==> config.mk <==
export PLATFORM = sky130hd
export DESIGN_NAME = wb_bus_guard
export DESIGN_NICKNAME = d
export VERILOG_FILES = /design/src/rtl/wb_bus_guard.sv
export SDC_FILE = /design/constraint.sdc
export NUM_CORES = 1
export LEC_CHECK = 0
export ABC_AREA = 1
export CAP_MARGIN = 30
export CORE_ASPECT_RATIO = 1.1
export CORE_MARGIN = 4
export CORE_UTILIZATION = 45
export DETAILED_ROUTE_END_ITERATION = 8
export MAX_ROUTING_LAYER = met4
export PLACE_DENSITY = 0.93
export SLEW_MARGIN = 20
export SYNTH_ARGS = -nofsm -noshare
export SYNTH_HDL_FRONTEND = slang
export SYNTH_SLANG_ARGS = --single-unit
==> constraint.sdc <==
create_clock -name wb_clk_i -period 4.8 [get_ports wb_clk_i]
set_clock_uncertainty 0.15 [all_clocks]
set_input_delay 0.96 -clock wb_clk_i [delete_from_list [all_inputs] [get_ports wb_clk_i]]
set_output_delay 0.96 -clock wb_clk_i [all_outputs]
set_load 0.1 [all_outputs]
==> src/rtl/wb_bus_guard.sv <==
// wb_bus_guard: registered Wishbone classic bridge from the management-SoC
// port to the user_project peripheral bus. Every cycle is forwarded
// downstream; a cycle the slave never acks is answered with ERR_DATA after
// TIMEOUT_CYCLES, so the CPU cannot hang. Timeouts raise a sticky
// interrupt and bump a saturating counter.
module wb_bus_guard #(
  parameter int unsigned TIMEOUT_CYCLES = 255,  // 1 .. 2**CW-1
  parameter int unsigned CW             = 8,
  parameter logic [31:0] ERR_DATA       = 32'hDEADBEEF
) (
  input  logic        wb_clk_i,
  input  logic        wb_rst_n,
  // upstream (master side)
  input  logic        s_cyc_i,
  input  logic        s_stb_i,
  input  logic        s_we_i,
  input  logic [3:0]  s_sel_i,
  input  logic [31:0] s_adr_i,
  input  logic [31:0] s_dat_i,
  output logic        s_ack_o,
  output logic [31:0] s_dat_o,
  // downstream (peripheral side)
  output logic        m_cyc_o,
  output logic        m_stb_o,
  output logic        m_we_o,
  output logic [3:0]  m_sel_o,
  output logic [31:0] m_adr_o,
  output logic [31:0] m_dat_o,
  input  logic        m_ack_i,
  input  logic [31:0] m_dat_i,
  // timeout reporting
  input  logic        err_clr_i,
  output logic        timeout_irq_o,
  output logic [7:0]  to_count_o
);

  localparam logic [1:0] IDLE = 2'd0;
  localparam logic [1:0] BUSY = 2'd1;
  localparam logic [1:0] RESP = 2'd2;

  // Wait counter value during the last permitted BUSY cycle.
  localparam logic [CW-1:0] LAST_WAIT = CW'(TIMEOUT_CYCLES - 1);

  logic [1:0]    state;
  logic [CW-1:0] wait_cnt;
  logic          to_flag;
  logic          timeout;

  // A timeout fires on the edge ending the last BUSY cycle, unless the
  // master aborted or the slave acked in that same cycle (ack wins).
  assign timeout = (state == BUSY) && s_cyc_i && !m_ack_i &&
                   (wait_cnt == LAST_WAIT);

  assign timeout_irq_o = to_flag;

  // Bus FSM: capture the request, wait for ack or timeout, return one ack pulse.
  // NOTE: the request/response registers are reset along with the FSM so every
  // output is a known 0 out of reset; they are flops, not a memory array.
  always_ff @(posedge wb_clk_i or negedge wb_rst_n) begin
    if (!wb_rst_n) begin
      state    <= IDLE;
      wait_cnt <= '0;
      s_ack_o  <= 1'b0;
      s_dat_o  <= '0;
      m_cyc_o  <= 1'b0;
      m_stb_o  <= 1'b0;
      m_we_o   <= 1'b0;
      m_sel_o  <= '0;
      m_adr_o  <= '0;
      m_dat_o  <= '0;
    end else begin
      // NOTE: non-blocking assignments throughout, so every branch sees the
      // pre-edge values of state and wait_cnt regardless of statement order.
      case (state)
        IDLE: begin
          s_ack_o <= 1'b0;
          if (s_cyc_i && s_stb_i) begin
            m_we_o   <= s_we_i;
            m_sel_o  <= s_sel_i;
            m_adr_o  <= s_adr_i;
            m_dat_o  <= s_dat_i;
            m_cyc_o  <= 1'b1;
            m_stb_o  <= 1'b1;
            wait_cnt <= '0;
            state    <= BUSY;
          end
        end
        BUSY: begin
          if (!s_cyc_i) begin
            // master abort: silently abandon the downstream cycle
            m_cyc_o <= 1'b0;
            m_stb_o <= 1'b0;
            state   <= IDLE;
          end else if (m_ack_i) begin
            s_dat_o <= m_dat_i;
            s_ack_o <= 1'b1;
            m_cyc_o <= 1'b0;
            m_stb_o <= 1'b0;
            state   <= RESP;
          end else if (wait_cnt == LAST_WAIT) begin
            s_dat_o <= ERR_DATA;
            s_ack_o <= 1'b1;
            m_cyc_o <= 1'b0;
            m_stb_o <= 1'b0;
            state   <= RESP;
          end else begin
            wait_cnt <= wait_cnt + 1'b1;
          end
        end
        RESP: begin
          s_ack_o <= 1'b0;
          state   <= IDLE;
        end
        default: begin
          s_ack_o <= 1'b0;
          m_cyc_o <= 1'b0;
          m_stb_o <= 1'b0;
          state   <= IDLE;
        end
      endcase
    end
  end

  // Sticky timeout flag: a set on the same edge as a clear takes priority.
  always_ff @(posedge wb_clk_i or negedge wb_rst_n) begin
    if (!wb_rst_n) begin
      to_flag <= 1'b0;
    end else if (timeout) begin
      to_flag <= 1'b1;
    end else if (err_clr_i) begin
      to_flag <= 1'b0;
    end
  end

  // Saturating timeout counter, cleared only by reset.
  always_ff @(posedge wb_clk_i or negedge wb_rst_n) begin
    if (!wb_rst_n) begin
      to_count_o <= '0;
    end else if (timeout && (to_count_o != 8'hFF)) begin
      to_count_o <= to_count_o + 8'd1;
    end
  end

endmodule
==> metrics.cfg, run 1 <==
[outcome]
status=finished clean

[yosys]
synth.distinct_cells=29
synth_flop_cell=dfrtp_1
avgSynthCellArea_um2=8.60
ys_seq_area_frac=0.607
synth_seq_cells=122
syn_nets=695
synth-warning-count=0
netlist_area_um2=5030
synth_edf_count=0
async_flop_share=1.00
synthCells=585

[floorplanning]
io_pins=220
dieArea_um2=12900
dieWidth_um=109
core_um2=10900
num_rows=40
die_h_um=119
start_util=0.461

[setup_path]
r2r_end=wait_cnt[6]$_DFFE_PN0P_
cp_max_fo=6
end_kind=output port
critPathLaunchType=flip-flop
cp_num_cells=1
crit_type=flip-flop to output port
reg2reg_from=state[0]$_DFFE_PN0P_
arrival_ps=2020
worst-path-buf-inv=1
worstRegToRegCells=7
cpPeakStageDelay_ps=1180
path_cells=clkdlybuf4s50_1
required_ps=3690
critPathTopFamily=buffers and inverters
crit_slowest_cell=clkdlybuf4s50_1
rrSetupSlack_ps=2820

[clocking]
clkLatencyLatePin_ps=400
cts_buffers=17
ctsHtreeMaxLevel=4
cts_tree=built
post_cts_buffers=0
path_clk_slew_ps=50
cts_resized=0
cts_hold_buf=0
cts_sinks=122
clockBufferDepth=2
root_buffer=clkbuf_16

[finish]
antenna_cells=0
num-fill-cells=821
layout-drive-gt1-share=0.0660
final_cell_mix=287 x nand2_1, 218 x clkdlybuf4s50_1, 122 x dfrtp_1
layout_commonest_cell=nand2_1
design_area_um2=7870
nets=917
final_core_util=0.721
syn2layout_area_growth_pct=56.5

[placed_design]
gp_congestion=0.848
io_buffers=219
dp_slack_ps=1880
dp_hpwl_mm=10.2
post_dp_cell_area_um2=7340

[timing]
final.min_clock_period_ps=3130
fmaxAchievable_mhz=319
rsz0062_at_grt=no
max_slew_margin=0.313
final_max_slew_viol_count=0
hold_violations=0
worstMarginPinSlew_ps=1030
tns_ps=0
finalCritPeriodShare=0.652
setup_violations=0
setup_slack_ps=1670

[power_and_ir_drop]
p_leak_uw=0.00380
pwr_density_cell_nw_per_um2=593
max-vdd-ir-drop_mv=0.414

[detailed_routing]
viasPerCell=4.73
drt_iter0_drc=299
dr.pass1.iters=4
routed_wl_mm=14.3
drc_errors=0
wl_per_cell_um=14.8
ant_nets=0
routed-via-count=4567

[grt]
grt_overflow=0
grt_pass1_wl_mm=22.4
antenna_found_initial=0
first_global_vias=4664
grt_max_degree=72
gr-usage-all-layers=0.231

[min_path]
holdPathEnd=s_dat_o[29]$_DFFE_PN0P_
worstHoldStart=s_dat_o[29]$_DFFE_PN0P_
whs_path_depth=2
hold_path.class=flip-flop to flip-flop

[flow_run]
drv_cap=0

## worst max-delay path by stage
stage | slack [ps] | start | end
2_1_floorplan | 2350 | m_stb_o$_DFFE_PN0P_ | m_stb_o
5_1_grt | 1590 | to_count_o[2]$_DFFE_PN0P_ | to_count_o[2]
4_1_cts | 1630 | to_count_o[2]$_DFFE_PN0P_ | to_count_o[2]
3_5_place_dp | 1880 | s_cyc_i | wait_cnt[6]$_DFFE_PN0P_
6_report | 1670 | to_count_o[2]$_DFFE_PN0P_ | to_count_o[2]
3_3_place_gp | 1900 | s_cyc_i | m_adr_o[20]$_DFFE_PN0P_
## flip-flops by register name, summed over array words and instances (netlist names), 2 cells and up
register / flops
m_adr_o: 32
m_dat_o: 32
m_sel_o: 4
s_dat_o: 32
state: 2
to_count_o: 8
wait_cnt: 8
## kinds of logic (layout without fill, tap and decap cells)
kind of cell             after synthesis  count (layout)  share of synthesized area
AO/OA/AOI/OAI                          7               7                    0.00796
XOR/XNOR                               4               4                    0.00697
adder cells (fa/ha/maj)                3               3                    0.00747
buffers and inverters                 40             273                     0.0383
flip-flops                           122             122                      0.607
AND/OR/NAND/NOR                      409             409                      0.332
## cell usage after synthesis, types with 2 or more instances
cell | instances | share of area
inv_2 | 4 | 0.0030
o22ai_1 | 2 | 0.0025
inv_1 | 16 | 0.012
buf_4 | 2 | 0.0030
o21ai_0 | 2 | 0.0020
nand2_1 | 287 | 0.21
nor3b_1 | 2 | 0.0030
nand2_4 | 3 | 0.0067
nor2_1 | 79 | 0.059
buf_8 | 2 | 0.0060
nand3_1 | 16 | 0.016
clkbuf_1 | 9 | 0.0067
nor2_4 | 3 | 0.0067
nand2_2 | 4 | 0.0050
xor2_1 | 3 | 0.0052
buf_2 | 6 | 0.0060
nand3b_1 | 2 | 0.0030
dfrtp_1 | 122 | 0.61
nor2_2 | 8 | 0.010
nand3_2 | 2 | 0.0040
ha_1 | 3 | 0.0075
## routing by layer
layer  GRT usage  vias up  part of all wire
met1       0.257     2126              0.39
met5           -        -                 0
met4       0.117        0             0.038
li1            -     2224                 -
met3      0.0488       38             0.050
met2       0.388      179              0.53
## tightest hold or removal path, delay by kind of cell, from the launching register on
family,cells,cell delay [ps]
flops,1,340
simple gates,2,100
## per-stage QoR
stage	instances	hold WS (ps)	total power (uW)
after CTS	965	320	4700
after detailed placement	935	307	3550
final	965	318	4670
after global placement	934	304	3520
after global routing	965	344	4830
after floorplan	585	321	2960
## area by class of cell
class,count,area (um^2),area share
Sequential cell,122,3050,0.388
Timing Repair Buffer,222,2240,0.284
Multi-Input combinational cell,423,1780,0.227
Clock buffer,28,517,0.0657
Tap cell,147,184,0.0234
Inverter,21,83.8,0.0107
Clock inverter,2,10.0,0.00127
## power by group
part | switching [uW] | leakage [uW] | internal [uW] | total (uW)
registers | 110 | 0.00151 | 1220 | 1330
clock network | 408 | 0.000260 | 721 | 1130
logic | 1730 | 0.00202 | 480 | 2210
total | 2240 | 0.00380 | 2420 | 4670
Note: power is estimated with default switching activity, not from simulation.
==> run 2, diff against run 1 <==
- CORE_UTILIZATION: 45 -> 38
- PLACE_DENSITY: 0.93 -> 0.84
- clock period: 4.8 -> 2.8 ns (I/O delays scaled with it)
==> metrics.cfg, run 2 (same netlist as run 1, synthesis figures left out) <==
[floorplanning]
num_rows=43
start_util=0.393
die_h_um=129
io_pins=220
dieArea_um2=15100
core_um2=12800
dieWidth_um=118

[outcome]
status=finished clean

[setup_path]
worst-path-buf-inv=1
critPathLaunchType=flip-flop
critPathTopFamily=flip-flops
path_cells=buf_4
end_kind=output port
required_ps=2090
arrival_ps=1180
crit_slowest_cell=dfrtp_1
cpPeakStageDelay_ps=450
crit_type=flip-flop to output port
cp_max_fo=6

[detailed_routing]
dr.pass1.iters=4
routed_wl_mm=13.8
drt_iter0_drc=261
routed-via-count=4475
wl_per_cell_um=14.1
drc_errors=0
viasPerCell=4.57
ant_nets=0

[finish]
reg_top3=m_adr_o x32, m_dat_o x32, s_dat_o x32
num-fill-cells=1094
final_cell_mix=287 x nand2_1, 122 x dfrtp_1, 115 x buf_4
antenna_cells=0
ff_latch_area_um2=3050
multi_input_area_um2=1780
nets=920
layout-drive-gt1-share=0.213
syn2layout_area_growth_pct=53.1
layout_commonest_cell=nand2_1

[timing]
max_slew_margin=0.730
worstMarginPinSlew_ps=404
finalCritPeriodShare=0.676
tns_ps=0
hold_violations=0
timing.hold.ws_ps=320
rsz0062_at_grt=no
setup_violations=0
final.min_clock_period_ps=1890
final_max_slew_viol_count=0
fmaxAchievable_mhz=529

[clocking]
cts_sinks=122
cts_tree=built
clockBufferDepth=2
root_buffer=clkbuf_16
ctsHtreeMaxLevel=4
cts_buffers=17
cts_resized=0
post_cts_buffers=0
path_clk_slew_ps=50
clkLatencyLatePin_ps=400

[power_and_ir_drop]
power.total_uw=8060
max-vdd-ir-drop_mv=0.638
p_leak_uw=0.00397
pwr_density_cell_nw_per_um2=1050

[placed_design]
gp_congestion=0.840
io_buffers=219
dp_hpwl_mm=10.0

[flow_run]
drv_cap=0

[grt]
grt_max_degree=70
grt_overflow=0
first_global_vias=4352
antenna_found_initial=0
grt_pass1_wl_mm=22.2
gr-usage-all-layers=0.190

[min_path]
hold_path.class=flip-flop to flip-flop

## run 2: worst paths after layout
| kind | start | end | slack, ps | cells past startpoint |
|---|---|---|---|---|
| worst max-delay path | to_count_o[2]$_DFFE_PN0P_ | to_count_o[2] | 910 | 1 |
| worst min-delay path | s_dat_o[8]$_DFFE_PN0P_ | s_dat_o[8]$_DFFE_PN0P_ | 320 | 2 |
| worst max register to register | wait_cnt[0]$_DFFE_PN0P_ | to_count_o[6]$_DFFE_PN0P_ | 1010 | 9 |
| worst min register to register | s_dat_o[8]$_DFFE_PN0P_ | s_dat_o[8]$_DFFE_PN0P_ | 320 | 2 |
| max in group asynchronous | wb_rst_n | m_dat_o[16]$_DFFE_PN0P_ | 1430 | 3 |
| min in group asynchronous | wb_rst_n | s_dat_o[4]$_DFFE_PN0P_ | 450 | 2 |
## run 2: layer usage
| layer | GRT usage | wire length [um] |
|---|---|---|
| met2 | 0.325 | 7190 |
| met1 | 0.218 | 5510 |
| met5 | - | 0 |
| met3 | 0.0497 | 779 |
| met4 | 0.0662 | 292 |
## run 2: what timing repair did
action / in CTS / in global routing
endpoints found under the hold margin: 19 / 0
endpoints found under the setup margin: 0 / 0
hold buffers: 1 / 0
## run 2: metrics by stage
| stage | utilization | setup WS, ps | cell area [um^2] | instances |
|---|---|---|---|---|
| 6_report | 0.601 | 908 | 7700 | 979 |
| 5_1_grt | 0.601 | 841 | 7700 | 979 |
| 4_1_cts | 0.601 | 895 | 7700 | 979 |
| 3_5_place_dp | 0.555 | 623 | 7110 | 947 |
| 3_3_place_gp | 0.555 | 649 | 7110 | 947 |
| 2_1_floorplan | - | 524 | 5030 | 585 |
## run 2: area by class of cell
type	instances	share of cell area
Tap cell	157	0.0255
Timing Repair Buffer	225	0.260
Clock buffer	20	0.0593
Inverter	21	0.0109
Multi-Input combinational cell	423	0.232
Clock inverter	11	0.0159
Sequential cell	122	0.396
## run 2: power breakdown
part	switching, uW	internal, uW
Clock	767	1350
Combinational	2940	711
Sequential	189	2100
Total	3900	4160
